[src/rtl/seq_detect_pkg.sv]
// Shared constants for the programmable serial sequence detector:
// power-up configuration and width helpers.
package seq_detect_pkg;

    localparam logic [31:0] DEF_PAT     = 32'h0000_0009;
    localparam int          DEF_LEN     = 4;
    localparam logic        DEF_OVERLAP = 1'b1;

    // Bits needed to hold a pattern length from 0 up to max_len inclusive.
    function automatic int len_width(input int max_len);
        return $clog2(max_len + 1);
    endfunction

endpackage

[src/rtl/seq_detect_prog_if.sv]
// Signal bundle between a bit-stream source and the sequence detector.
// x is consumed on any cycle with in_valid high and cfg_load low; there is no backpressure.
interface seq_detect_prog_if
    import seq_detect_pkg::*;
#(
    parameter int MAX_LEN = 8,
    parameter int CNT_W   = 8,
    parameter int LEN_W   = len_width(MAX_LEN)
);
    logic               x;
    logic               in_valid;
    logic               cfg_load;
    logic [MAX_LEN-1:0] cfg_pat;
    logic [LEN_W-1:0]   cfg_len;
    logic               cfg_overlap;
    logic               cnt_clr;
    logic               z;
    logic               z_q;
    logic [CNT_W-1:0]   match_cnt;

    modport master (
        output x, in_valid, cfg_load, cfg_pat, cfg_len, cfg_overlap, cnt_clr,
        input  z, z_q, match_cnt
    );

    modport slave (
        input  x, in_valid, cfg_load, cfg_pat, cfg_len, cfg_overlap, cnt_clr,
        output z, z_q, match_cnt
    );
endinterface

[src/rtl/sat_counter.sv]
// Up-counter that sticks at all-ones; a synchronous clear overrides increment.
module sat_counter #(
    parameter int W = 8
) (
    input  logic         clk,
    input  logic         rst_n,
    input  logic         inc,
    input  logic         clr,
    output logic [W-1:0] cnt
);
    always_ff @(posedge clk or negedge rst_n) begin
        if (!rst_n) begin
            cnt <= '0;
        end else if (clr) begin
            cnt <= '0;
        end else if (inc && (cnt != '1)) begin
            cnt <= cnt + W'(1);
        end
    end
endmodule

[src/rtl/seq_detect_prog.sv]
// Programmable serial pattern detector: shift-register history compared under a
// length mask, Mealy match flag, registered copy and saturating match counter.
module seq_detect_prog
    import seq_detect_pkg::*;
#(
    parameter int MAX_LEN = 8,
    parameter int CNT_W   = 8,
    parameter int LEN_W   = len_width(MAX_LEN)
) (
    input  logic               clk,
    input  logic               rst_n,
    seq_detect_prog_if.slave   bus
);
    logic [MAX_LEN-1:0] act_pat;
    logic [LEN_W-1:0]   act_len;
    logic               act_ovl;

    // Only MAX_LEN-1 past bits are needed: the newest window bit is x itself.
    logic [MAX_LEN-2:0] hist;
    logic [LEN_W-1:0]   fill;
    logic               z_q;

    logic               accept;
    logic [MAX_LEN-1:0] cand;
    logic [MAX_LEN-1:0] mask;
    logic [LEN_W:0]     fill_p1;
    logic [LEN_W-1:0]   len_clamped;
    logic               z;
    logic [CNT_W-1:0]   cnt;

    always_comb begin
        accept  = 1'b0;
        cand    = '0;
        mask    = '0;
        fill_p1 = '0;
        z       = 1'b0;

        accept  = bus.in_valid && !bus.cfg_load;
        cand    = {hist, bus.x};
        for (int i = 0; i < MAX_LEN; i++) begin
            mask[i] = (i < int'(act_len));
        end
        // fill >= len-1 rewritten as fill+1 >= len to avoid underflow at len 0.
        fill_p1 = {1'b0, fill} + (LEN_W + 1)'(1);
        z       = accept && (act_len != '0) && (fill_p1 >= {1'b0, act_len})
                  && (((cand ^ act_pat) & mask) == '0);
    end

    assign len_clamped = (bus.cfg_len > LEN_W'(MAX_LEN)) ? LEN_W'(MAX_LEN) : bus.cfg_len;

    always_ff @(posedge clk or negedge rst_n) begin
        if (!rst_n) begin
            act_pat <= MAX_LEN'(DEF_PAT);
            act_len <= LEN_W'(DEF_LEN);
            act_ovl <= DEF_OVERLAP;
            hist    <= '0;
            fill    <= '0;
            z_q     <= 1'b0;
        end else begin
            z_q <= z;
            if (bus.cfg_load) begin
                act_pat <= bus.cfg_pat;
                act_len <= len_clamped;
                act_ovl <= bus.cfg_overlap;
                hist    <= '0;
                fill    <= '0;
            end else if (accept) begin
                hist <= cand[MAX_LEN-2:0];
                if (z && !act_ovl) begin
                    fill <= '0;
                end else if (fill != LEN_W'(MAX_LEN)) begin
                    fill <= fill + LEN_W'(1);
                end
            end
        end
    end

    sat_counter #(.W(CNT_W)) u_cnt (
        .clk   (clk),
        .rst_n (rst_n),
        .inc   (z),
        .clr   (bus.cnt_clr),
        .cnt   (cnt)
    );

    assign bus.z         = z;
    assign bus.z_q       = z_q;
    assign bus.match_cnt = cnt;
endmodule

[src/flat_wrapper.sv]
// flat-port wrapper written by rule: the top's interface ports become plain ports
module seq_detect_prog_flat import seq_detect_pkg::*;
#(
    parameter int MAX_LEN = 8,
    parameter int CNT_W   = 8,
    parameter int LEN_W   = len_width(MAX_LEN)
)
  (clk, rst_n, bus_x, bus_in_valid, bus_cfg_load, bus_cfg_pat, bus_cfg_len, bus_cfg_overlap, bus_cnt_clr, bus_z, bus_z_q, bus_match_cnt);
  seq_detect_prog_if #(.MAX_LEN(MAX_LEN), .CNT_W(CNT_W), .LEN_W(LEN_W)) bus_i ();
  input  logic clk;
  input  logic rst_n;
  input wire logic [$bits(bus_i.x)-1:0] bus_x;
  input wire logic [$bits(bus_i.in_valid)-1:0] bus_in_valid;
  input wire logic [$bits(bus_i.cfg_load)-1:0] bus_cfg_load;
  input wire logic [$bits(bus_i.cfg_pat)-1:0] bus_cfg_pat;
  input wire logic [$bits(bus_i.cfg_len)-1:0] bus_cfg_len;
  input wire logic [$bits(bus_i.cfg_overlap)-1:0] bus_cfg_overlap;
  input wire logic [$bits(bus_i.cnt_clr)-1:0] bus_cnt_clr;
  output wire logic [$bits(bus_i.z)-1:0] bus_z;
  output wire logic [$bits(bus_i.z_q)-1:0] bus_z_q;
  output wire logic [$bits(bus_i.match_cnt)-1:0] bus_match_cnt;
  assign bus_i.x = bus_x;
  assign bus_i.in_valid = bus_in_valid;
  assign bus_i.cfg_load = bus_cfg_load;
  assign bus_i.cfg_pat = bus_cfg_pat;
  assign bus_i.cfg_len = bus_cfg_len;
  assign bus_i.cfg_overlap = bus_cfg_overlap;
  assign bus_i.cnt_clr = bus_cnt_clr;
  assign bus_z = bus_i.z;
  assign bus_z_q = bus_i.z_q;
  assign bus_match_cnt = bus_i.match_cnt;
  seq_detect_prog #(.MAX_LEN(MAX_LEN), .CNT_W(CNT_W), .LEN_W(LEN_W)) u_core (.clk(clk), .rst_n(rst_n), .bus(bus_i));
endmodule
[config.mk]
export PLATFORM = sky130hd
export DESIGN_NAME = seq_detect_prog_flat
export DESIGN_NICKNAME = d
export VERILOG_FILES = /design/src/rtl/seq_detect_pkg.sv /design/src/rtl/seq_detect_prog_if.sv /design/src/rtl/sat_counter.sv /design/src/rtl/seq_detect_prog.sv /design/src/flat_wrapper.sv
export SDC_FILE = /design/constraint.sdc
export NUM_CORES = 1
export LEC_CHECK = 0
export BUFFER_PORTS_ARGS = -buffer_cell sky130_fd_sc_hd__buf_2
export CAP_MARGIN = 10
export CORE_MARGIN = 10
export CORE_UTILIZATION = 55
export DETAILED_ROUTE_END_ITERATION = 10
export HOLD_SLACK_MARGIN = 0.06
export PLACE_DENSITY = 0.81
export SYNTH_ARGS = -nofsm -noshare
export SYNTH_HDL_FRONTEND = slang
export SYNTH_HIERARCHICAL = 1
export SYNTH_SLANG_ARGS = --single-unit
[constraint.sdc]
create_clock -name clk -period 4.2 [get_ports clk]
set_input_delay 0.21 -clock clk [delete_from_list [all_inputs] [get_ports clk]]
set_output_delay 0.21 -clock clk [all_outputs]
set_load 0.005 [all_outputs]
==> summary.txt, run 1 <==
Synthesis
  – Syn Inst Count: 175
  – Post-synthesis register bit count: 33
  – Synth Cell Area: 0.00183 mm²
  – Mean Syn Cell Area: 10.5 µm²
  – Sequential area share after synthesis: 45.3%
  – Ys Warns: 6
  – Synth Flop Type: dfrtp_1
  – Post-Syn Nets: 201
  – Post-synth EDFFs: 0
  – Synth async-reset ratio: 100%
  – Post-synth cell types: 44

Clocking
  – H-tree depth: 2
  – Setup Buffers After CTS: 0
  – Clock Pin Slew Worst Setup and Hold Paths: 0.11 ns
  – Cts repair resizes: 0
  – CTS buffer count: 5
  – TritonCTS clock tree: done
  – Clock latency on the worst-skew pair: 0.34 ns
  – Root buffer cell: clkbuf_4
  – Clock net sink count: 33
  – Hold_buf cts: 1
  – Clock buffer depth: 2

Worst setup path
  – Crit. End Element: flip-flop
  – CP startpoint kind: flip-flop
  – Arrival time worst endpoint: 2.83 ns
  – CP Class: flip-flop to flip-flop
  – CP required: 4.43 ns
  – Crit path max fanout: 12
  – Worst r2r path cells: 9

Detailed routing
  – # DRC: 0
  – Via count: 1400
  – First drt pass iteration count: 4
  – Final WL: 3930 µm
  – Routed WL per cell: 15.7 µm
  – Vias/cell: 5.60
  – First DRT Iteration DRCs: 88
  – Antenna Violating Nets Remaining: 0

STA
  – Setup-failing EPs final: 0
  – RSZ-0062 raised after global routing: false
  – Relative slew slack: 51.7%
  – Final min period: 2.60 ns
  – Final Hold Slack: 0.0736 ns
  – Peak Freq: 0.385 GHz
  – Final Hold Fails: 0
  – Sum Neg Setup Slack: 0 ns
  – Clock skew: 0.00989 ns
  – Fin. max-slew vios: 0
  – Least-Margin Pin Slew: 0.725 ns
  – Fin crit share: 61.8%
  – Fin worst setup slack: 1.60 ns

GRT
  – Remaining Overflow, GRT: 0
  – First-pass GRT wire length: 6630 µm
  – Initial antenna violation count: 0
  – Vias in the first global route: 1442
  – Largest net degree at the start of global routing: 34
  – Gr usage total: 13.4%

Pwr
  – PD cells: 299 mW/mm²
  – IR drop worst, VDD: 0.000238 V
  – Pleak: 0.949 nW

Hold path
  – WHS Path Cells: 3
  – HP Class: input pin to flip-flop

Final layout
  – N_diodes: 0
  – Area Overhead vs Synth: 12.4%
  – FILL cells: 254
  – Nets@finish: 231
  – Share of cells above drive strength 1: 28.6%

Die
  – Starting Density: 58.6%
  – Area of the die: 0.00605 mm²
  – Io pins: 29
  – Core area: 0.00313 mm²
  – Die width: 77.8 µm
  – Die height: 77.8 µm
  – Num rows: 20

Run
  – Max-cap viol count: 0

Outcome
  – Status: completed

Placed design
  – HPWL after DPL: 2900 µm
  – GPL Wtd Cong: 0.844
  – Setup WS pre-CTS: 1.63 ns
  – Port buffer count: 28
critical path, cell delays in order, from the launching register on:
cell and delay [ns]:
dfrtp_1 0.46, ha_1 0.29, xor2_1 0.18, ha_1 0.28
o21ai_0 0.07, o21ai_1 0.17, and4_4 0.33, nand3_1 0.16
a2111oi_0 0.45, nor3b_1 0.09
placed cells by master, fill, tap and decap left out, drive strengths merged, types with 3 or more instances in the layout:
cell type / synthesis / layout
dfrtp: 29 / 29
buf: 3 / 28
nor2: 15 / 15
mux2: 11 / 11
o21ai: 9 / 9
inv: 8 / 8
nand2: 8 / 8
mux2i: 8 / 8
a21oi: 8 / 8
xnor2: 7 / 7
ha: 7 / 7
nand2b: 7 / 7
nor3: 6 / 6
nor2b: 6 / 6
clkbuf: 3 / 5
nand3: 5 / 5
dfstp: 4 / 4
a211oi: 4 / 4
xor2: 3 / 3
a31oi: 3 / 3
and4: 3 / 3
area by class of cell:
class / instances / area [µm²] / area share, %
Inverter: 8 / 30.0 / 1.46
Clock inverter: 3 / 17.5 / 0.850
Timing Repair Buffer: 29 / 150 / 7.28
Tap cell: 44 / 55.1 / 2.67
Clock buffer: 5 / 37.5 / 1.82
Multi-Input combinational cell: 128 / 941 / 45.6
Sequential cell: 33 / 831 / 40.3
final timing paths:
check                                                  end                          start  slack (ns)
setup / recovery           u_core/u_cnt/cnt[5]$_DFFE_PN0P_     u_core/fill[0]$_DFFE_PN0P_        1.60
hold / removal               u_core/act_len[2]$_DFFE_PN1P_                 bus_cfg_len[2]        0.07
setup reg to reg           u_core/u_cnt/cnt[5]$_DFFE_PN0P_     u_core/fill[0]$_DFFE_PN0P_        1.60
hold reg to reg              u_core/act_pat[6]$_DFFE_PN0P_  u_core/act_pat[6]$_DFFE_PN0P_        0.54
max in group asynchronous       u_core/fill[1]$_DFFE_PN0P_                          rst_n        3.29
min in group asynchronous    u_core/act_pat[4]$_DFFE_PN0P_                          rst_n        0.44
sequential cells by signal, summed over array words and instances (netlist names):
name,count
u_core/fill,4
u_core/u_cnt/cnt,8
u_core/act_ovl,1
u_core/act_len,4
u_core/bus.z_q,1
u_core/act_pat,8
u_core/hist,7
per-layer routing:
metal | up-vias | track usage [%] | wire, µm
met2 | 27 | 23.3 | 2020
met3 | 4 | 4.61 | 163
li1 | 682 | - | -
met5 | - | 0 | 0
met4 | 0 | 5.29 | 41
met1 | 687 | 14.5 | 1700
metrics by stage:
stage	instances	instance area, µm²	power [mW]	util [%]
2_1_floorplan	175	1830	0.416	-
3_3_place_gp	241	2000	0.441	63.8
3_5_place_dp	241	2000	0.446	63.8
4_1_cts	250	2060	0.622	65.9
5_1_grt	250	2060	0.655	65.9
6_report	250	2060	0.617	65.9
kinds of logic after synthesis:
group / count (synthesis) / synth area share (%)
and+or+nand+nor: 60 / 19.6
xor gates and xnor gates: 10 / 4.78
muxes: 19 / 11.1
buffers and inverters: 14 / 3.41
adders and majority gates: 7 / 4.77
AOI/OAI and AO/OA: 32 / 11.0
DFF: 33 / 45.3
where the power goes:
group	total, mW	switching, mW	internal, mW	leakage [nW]
Sequential	0.354	0.0188	0.336	0.427
Combinational	0.0867	0.0446	0.0421	0.490
Clock	0.176	0.113	0.0630	0.0310
Total	0.617	0.176	0.441	0.949
synthesized netlist by cell type (4+ instances only):
cell type,number,area share (%)
mux2_2,11,6.8
mux2i_1,8,4.4
dfrtp_1,29,40
o21ai_0,7,1.9
nor3_1,6,1.6
nand2b_1,6,2.0
inv_1,8,1.6
a21oi_1,8,2.2
xnor2_1,7,3.3
ha_1,7,4.8
nor2b_1,5,1.7
dfstp_2,4,5.7
nand3_1,4,1.1
nand2_1,8,1.6
nor2_1,15,3.1
No activity file was read; power rests on OpenSTA's default activity.
==> run 2: changes to the inputs <==
--- a/config.mk
+++ b/config.mk
@@ -8,10 +8,10 @@
 export BUFFER_PORTS_ARGS = -buffer_cell sky130_fd_sc_hd__buf_2
 export CAP_MARGIN = 10
 export CORE_MARGIN = 10
-export CORE_UTILIZATION = 55
+export CORE_UTILIZATION = 50
 export DETAILED_ROUTE_END_ITERATION = 10
 export HOLD_SLACK_MARGIN = 0.06
-export PLACE_DENSITY = 0.81
+export PLACE_DENSITY = 0.78
 export SYNTH_ARGS = -nofsm -noshare
 export SYNTH_HDL_FRONTEND = slang
 export SYNTH_HIERARCHICAL = 1
==> constraint.sdc (replaced) <==
create_clock -name clk -period 2.37 [get_ports clk]
set_input_delay 0.1185 -clock clk [delete_from_list [all_inputs] [get_ports clk]]
set_output_delay 0.1185 -clock clk [all_outputs]
set_load 0.005 [all_outputs]
==> run 2 against run 1 <==
  * Worst setup slack got worse by 1.6 ns
  * Count of clock-buffer cells in the layout increased by 2
  * Worst hold slack improved by 0.0051 ns
  * Sequential cell count unchanged
  * Clock skew decreased by 0.0052 ns
  * Sequential share of layout area decreased by 4.9 points
  * First-iteration DRC count increased by 75%
  * Critical path depth unchanged
  * Critical endpoint is now u_core/u_cnt/cnt[3]$_DFFE_PN0P_
  * Largest power group unchanged
==> summary.txt, run 2 (same netlist as run 1, synthesis figures left out) <==
STA
  – Peak Freq: 0.426 GHz
  – Fin worst setup slack: 0.0217 ns
  – Fin. max-slew vios: 0
  – Least-Margin Pin Slew: 0.738 ns
  – Setup-failing EPs final: 0
  – Final Hold Slack: 0.0787 ns
  – Final Hold Fails: 0
  – Fin crit share: 99.1%
  – Relative slew slack: 50.8%
  – Clock skew: 0.00473 ns
  – RSZ-0062 raised after global routing: true
  – Final min period: 2.35 ns

Worst setup path
  – Most used cell, CP: o21ai_1
  – Critical path, cell by cell: ha_2, xor2_1, ha_1, o21ai_1, o21ai_1, and4_4, nand4_1, a21oi_2, mux2_4
  – CP startpoint kind: flip-flop
  – R2R Setup Slk: 0.02 ns
  – Crit path max fanout: 5
  – Arrival time worst endpoint: 2.52 ns
  – Crit. End Element: flip-flop
  – CP max stage cell: dfrtp_1
  – CP required: 2.55 ns
  – Worst path max stage delay: 0.41 ns
  – Critical R2R Launch: u_core/fill[1]$_DFFE_PN0P_
  – RR Endpoint: u_core/u_cnt/cnt[3]$_DFFE_PN0P_
  – Worst r2r path cells: 9
  – CP Class: flip-flop to flip-flop

Detailed routing
  – First DRT Iteration DRCs: 154
  – First drt pass iteration count: 4
  – Routed length on met2: 1990 µm
  – Met3 wire length: 162 µm
  – Via count: 1477
  – Antenna Violating Nets Remaining: 0
  – Final WL: 4070 µm
  – Metal-1 WL: 1830 µm
  – Vias/cell: 5.45
  – Routed WL per cell: 15.0 µm
  – # DRC: 0
  – Highest routed layer: met4

Die
  – Num rows: 21
  – Die width: 80.6 µm
  – Io pins: 29
  – Area of the die: 0.00649 mm²
  – Core area: 0.00344 mm²
  – Die height: 80.6 µm
  – Starting Density: 53.3%

Final layout
  – N_diodes: 0
  – Fin area: 0.00235 mm²
  – Register Area: 831 µm²
  – Area of the multi-input gates: 996 µm²
  – FILL cells: 271
  – Area Overhead vs Synth: 28.0%
  – Nets@finish: 250
  – Commonest non-fill, non-tap cell in the layout: dfrtp_1
  – Share of cells above drive strength 1: 33.3%
  – Biggest regs: u_core/act_pat: 8 flops, u_core/u_cnt/cnt: 8 flops, u_core/hist: 7 flops
  – Commonest non-fill, non-tap cells in the layout: dfrtp_1, buf_2, nor2_1, dlygate4sd3_1, mux2_2

Placed design
  – Setup WS pre-CTS: 0.0290 ns
  – Port buffer count: 28
  – GPL Wtd Cong: 0.847
  – HPWL after DPL: 2730 µm
  – Placed inst area: 0.00205 mm²

Hold path
  – WHS Endpoint: u_core/act_pat[7]$_DFFE_PN0P_
  – Hold_sp: bus_cfg_pat[7]
  – WHS Path Cells: 2
  – HP Class: input pin to flip-flop

GRT
  – Gr usage total: 13.1%
  – Largest net degree at the start of global routing: 34
  – Remaining Overflow, GRT: 0
  – First-pass GRT wire length: 6690 µm
  – Vias in the first global route: 1414
  – Initial antenna violation count: 0

Clocking
  – Clock net sink count: 33
  – CTS buffer count: 5
  – Clock buffer depth: 2
  – Root buffer cell: clkbuf_8
  – H-tree depth: 2
  – Clock latency on the worst-skew pair: 0.29 ns
  – Clock Pin Slew Worst Setup and Hold Paths: 0.07 ns
  – TritonCTS clock tree: done

Pwr
  – PD cells: 584 mW/mm²
  – Final Power: 1.37 mW
  – IR drop worst, VDD: 0.000365 V
  – Pleak: 1.07 nW

Run
  – Max-cap viol count: 0

Outcome
  – Status: completed
run 2: how the worst max path moves through the flow:
stage                                          start                               to  slack, ns  depth (start not counted)
after floorplan           u_core/fill[0]$_DFFE_PN0P_  u_core/u_cnt/cnt[7]$_DFFE_PN0P_       0.01                         10
after detailed placement  u_core/fill[0]$_DFFE_PN0P_  u_core/u_cnt/cnt[7]$_DFFE_PN0P_       0.03                          9
final                     u_core/fill[1]$_DFFE_PN0P_  u_core/u_cnt/cnt[3]$_DFFE_PN0P_       0.02                          9
after CTS                 u_core/fill[0]$_DFFE_PN0P_  u_core/u_cnt/cnt[7]$_DFFE_PN0P_      0.003                          9
after global routing      u_core/fill[1]$_DFFE_PN0P_  u_core/u_cnt/cnt[3]$_DFFE_PN0P_       -0.1                          9
after global placement    u_core/fill[0]$_DFFE_PN0P_  u_core/u_cnt/cnt[7]$_DFFE_PN0P_       0.09                          9
run 2: final cells by class:
cell class,count,share of cell area [%]
clock inverters,1,1.28
clock buffers,7,3.68
inverters,8,1.28
multi-input cells,128,42.4
repair buffers,48,13.5
flip-flops and latches,33,35.4
well taps,46,2.45
run 2: per-stage QoR:
stage	setup TNS (ns)	util, %	instances
detailed placement	0	59.5	249
floorplan	0	-	175
finish	0	68.2	271
global placement	0	59.5	249
global route	-0.407	68.2	271
CTS	0	66.5	270
run 2: repair_timing:
item	CTS	global route
hold buffers	11	0
resized for setup	0	11
setup buffers	2	1
endpoints found under the setup margin	1	7
pin swaps	2	4
endpoints found under the hold margin	40	0
run 2: metal layers:
| metal | vias to the layer above | track usage, % |
|---|---|---|
| met5 | - | 0 |
| met4 | 0 | 7.75 |
| met3 | 9 | 3.90 |
| met2 | 33 | 19.6 |
| met1 | 712 | 16.2 |
| li1 | 723 | - |
run 2: report_power, final:
part	leakage, nW	internal, mW	switching (mW)
clock network	0.0585	0.342	0.203
registers	0.427	0.595	0.0294
logic	0.582	0.106	0.0949
total	1.07	1.04	0.327
run 2: critical path, delay by kind of cell, from the launching register on:
kind / cells / cell delay, ns
adders and majority gates: 2 / 0.50
and+or+nand+nor: 2 / 0.43
DFF: 1 / 0.41
AOI/OAI and AO/OA: 3 / 0.40
muxes: 1 / 0.31
xor gates and xnor gates: 1 / 0.17
==> run 3: changes to the inputs <==
--- a/config.mk
+++ b/config.mk
@@ -7,6 +7,7 @@
 export LEC_CHECK = 0
 export BUFFER_PORTS_ARGS = -buffer_cell sky130_fd_sc_hd__buf_2
 export CAP_MARGIN = 10
+export CORE_ASPECT_RATIO = 1.5
 export CORE_MARGIN = 10
 export CORE_UTILIZATION = 50
 export DETAILED_ROUTE_END_ITERATION = 10
==> run 3 against run 2 <==
  * Wire length up 0.54%
  * Largest cell class unchanged
  * Utilization is 0.72 points lower
  * Count of clock-buffer cells in the layout is the same
  * Sequential cell count did not move
  * Final cell count down 1.8%
  * First-iteration DRC count decreased by 56%
==> summary.txt, run 3 (same netlist as run 1, synthesis figures left out) <==
GRT
  – GRT busiest layer: met2
  – Gr usage total: 12.6%
  – Initial antenna violation count: 0
  – Remaining Overflow, GRT: 0
  – Vias in the first global route: 1530
  – Met1 Usage GRT: 13.1%
  – First-pass GRT wire length: 6830 µm
  – Largest net degree at the start of global routing: 34
  – Met3 usage: 5.08%
  – Met2 Track Usage GR: 20.9%

Placed design
  – Port buffer count: 28
  – HPWL after DPL: 2800 µm
  – GPL Wtd Cong: 0.810

Detailed routing
  – First DRT Iteration DRCs: 67
  – First drt pass iteration count: 4
  – Antenna Violating Nets Remaining: 0
  – Via count: 1510
  – Final WL: 4100 µm
  – Vias/cell: 5.68
  – Routed WL per cell: 15.4 µm
  – # DRC: 0

Pwr
  – IR drop worst, VDD: 0.000487 V
  – Pleak: 1.06 nW
  – PD cells: 577 mW/mm²
  – Final Power: 1.36 mW

Clocking
  – Clock buffer depth: 2
  – H-tree depth: 2
  – Root buffer cell: clkbuf_8
  – Clock latency on the worst-skew pair: 0.29 ns
  – CTS buffer count: 5
  – Clock net sink count: 33
  – TritonCTS clock tree: done
  – Clock Pin Slew Worst Setup and Hold Paths: 0.07 ns

Final layout
  – Area Overhead vs Synth: 28.1%
  – N_diodes: 0
  – Biggest regs: u_core/act_pat: 8 flops, u_core/u_cnt/cnt: 8 flops, u_core/hist: 7 flops
  – Commonest non-fill, non-tap cells in the layout: dfrtp_1, buf_2, nor2_1, dlygate4sd3_1, mux2_2
  – Nets@finish: 249
  – Share of cells above drive strength 1: 33.0%
  – Commonest non-fill, non-tap cell in the layout: dfrtp_1
  – FILL cells: 275

Worst setup path
  – Critical path, cell by cell: ha_2, xor2_1, ha_1, o21ai_1, o21ai_1, and4_4, nand3_4, or3_1, a211oi_2
  – Worst path max stage delay: 0.41 ns
  – Most used cell, CP: o21ai_1
  – CP required: 2.57 ns
  – Crit. End Element: flip-flop
  – CP Class: flip-flop to flip-flop
  – Crit path max fanout: 7
  – Worst r2r path cells: 9
  – Arrival time worst endpoint: 2.56 ns
  – CP startpoint kind: flip-flop
  – CP max stage cell: dfrtp_1

Die
  – Area of the die: 0.00654 mm²
  – Starting Density: 52.7%
  – Core area: 0.00348 mm²
  – Io pins: 29
  – Die width: 69.5 µm
  – Num rows: 26
  – Die height: 94.2 µm

STA
  – Setup-failing EPs final: 0
  – Sum Neg Setup Slack: 0 ns
  – Peak Freq: 0.423 GHz
  – Final min period: 2.36 ns
  – Final Hold Fails: 0
  – Least-Margin Pin Slew: 0.726 ns
  – Clock skew: 0.00899 ns
  – RSZ-0062 raised after global routing: true
  – Relative slew slack: 51.6%
  – Fin. max-slew vios: 0
  – Fin crit share: 99.7%

Run
  – Max-cap viol count: 0

Hold path
  – WHS Path Cells: 2
  – HP Class: input pin to flip-flop

Outcome
  – Status: completed
## run 3: metrics by stage
stage	instances	hold WS (ns)	cell area, µm²	util [%]	setup WS (ns)
after global placement	244	0.223	2030	58.4	0.0809
after floorplan	175	-0.177	1840	-	0.0148
final	266	0.0720	2350	67.5	0.00748
after detailed placement	244	0.219	2030	58.4	0.00793
after CTS	264	0.0610	2270	65.3	0.0107
after global routing	266	0.0662	2350	67.5	-0.0970
## run 3: where the power goes
group / switching (mW) / internal, mW
sequential: 0.0323 / 0.595
combinational: 0.0854 / 0.0972
clock: 0.203 / 0.343
## run 3: layer usage
layer | wire length, µm | share of wire, %
met5 | 0 | 0
met4 | 144 | 3.5
met3 | 279 | 6.8
met2 | 2000 | 49
met1 | 1680 | 41
## run 3: critical path: cells and delay by family (launching register included)
kind | cells | cell delay (ns)
AOI/OAI and AO/OA | 3 | 0.42
xor gates and xnor gates | 1 | 0.16
and+or+nand+nor | 3 | 0.79
DFF | 1 | 0.41
adders and majority gates | 2 | 0.50
## run 3: final cells by class
type	count	area [µm²]	area share [%]
timing repair buffer	47	323	13.7
sequential	33	832	35.4
multi-input combinational	128	996	42.4
inverter	8	30.0	1.28
clock buffer	7	86.3	3.67
clock inverter	1	30.0	1.28
tap	42	52.6	2.24
## run 3: worst paths after layout
path,start,end,slack (ns)
setup / recovery,u_core/fill[1]$_DFFE_PN0P_,u_core/u_cnt/cnt[7]$_DFFE_PN0P_,0.007
hold / removal,bus_cfg_pat[2],u_core/act_pat[2]$_DFFE_PN0P_,0.07
setup reg to reg,u_core/fill[1]$_DFFE_PN0P_,u_core/u_cnt/cnt[7]$_DFFE_PN0P_,0.007
hold reg to reg,u_core/act_pat[6]$_DFFE_PN0P_,u_core/act_pat[6]$_DFFE_PN0P_,0.53
max in group asynchronous,rst_n,u_core/fill[2]$_DFFE_PN0P_,1.44
min in group asynchronous,rst_n,u_core/u_cnt/cnt[1]$_DFFE_PN0P_,0.41
## run 3: repair_timing
item / in CTS / in global routing
endpoints found under the hold margin: 40 / 0
hold buffers: 12 / 0
setup buffers: 0 / 3
pin swaps: 1 / 6
resized for setup: 1 / 13
endpoints found under the setup margin: 2 / 4
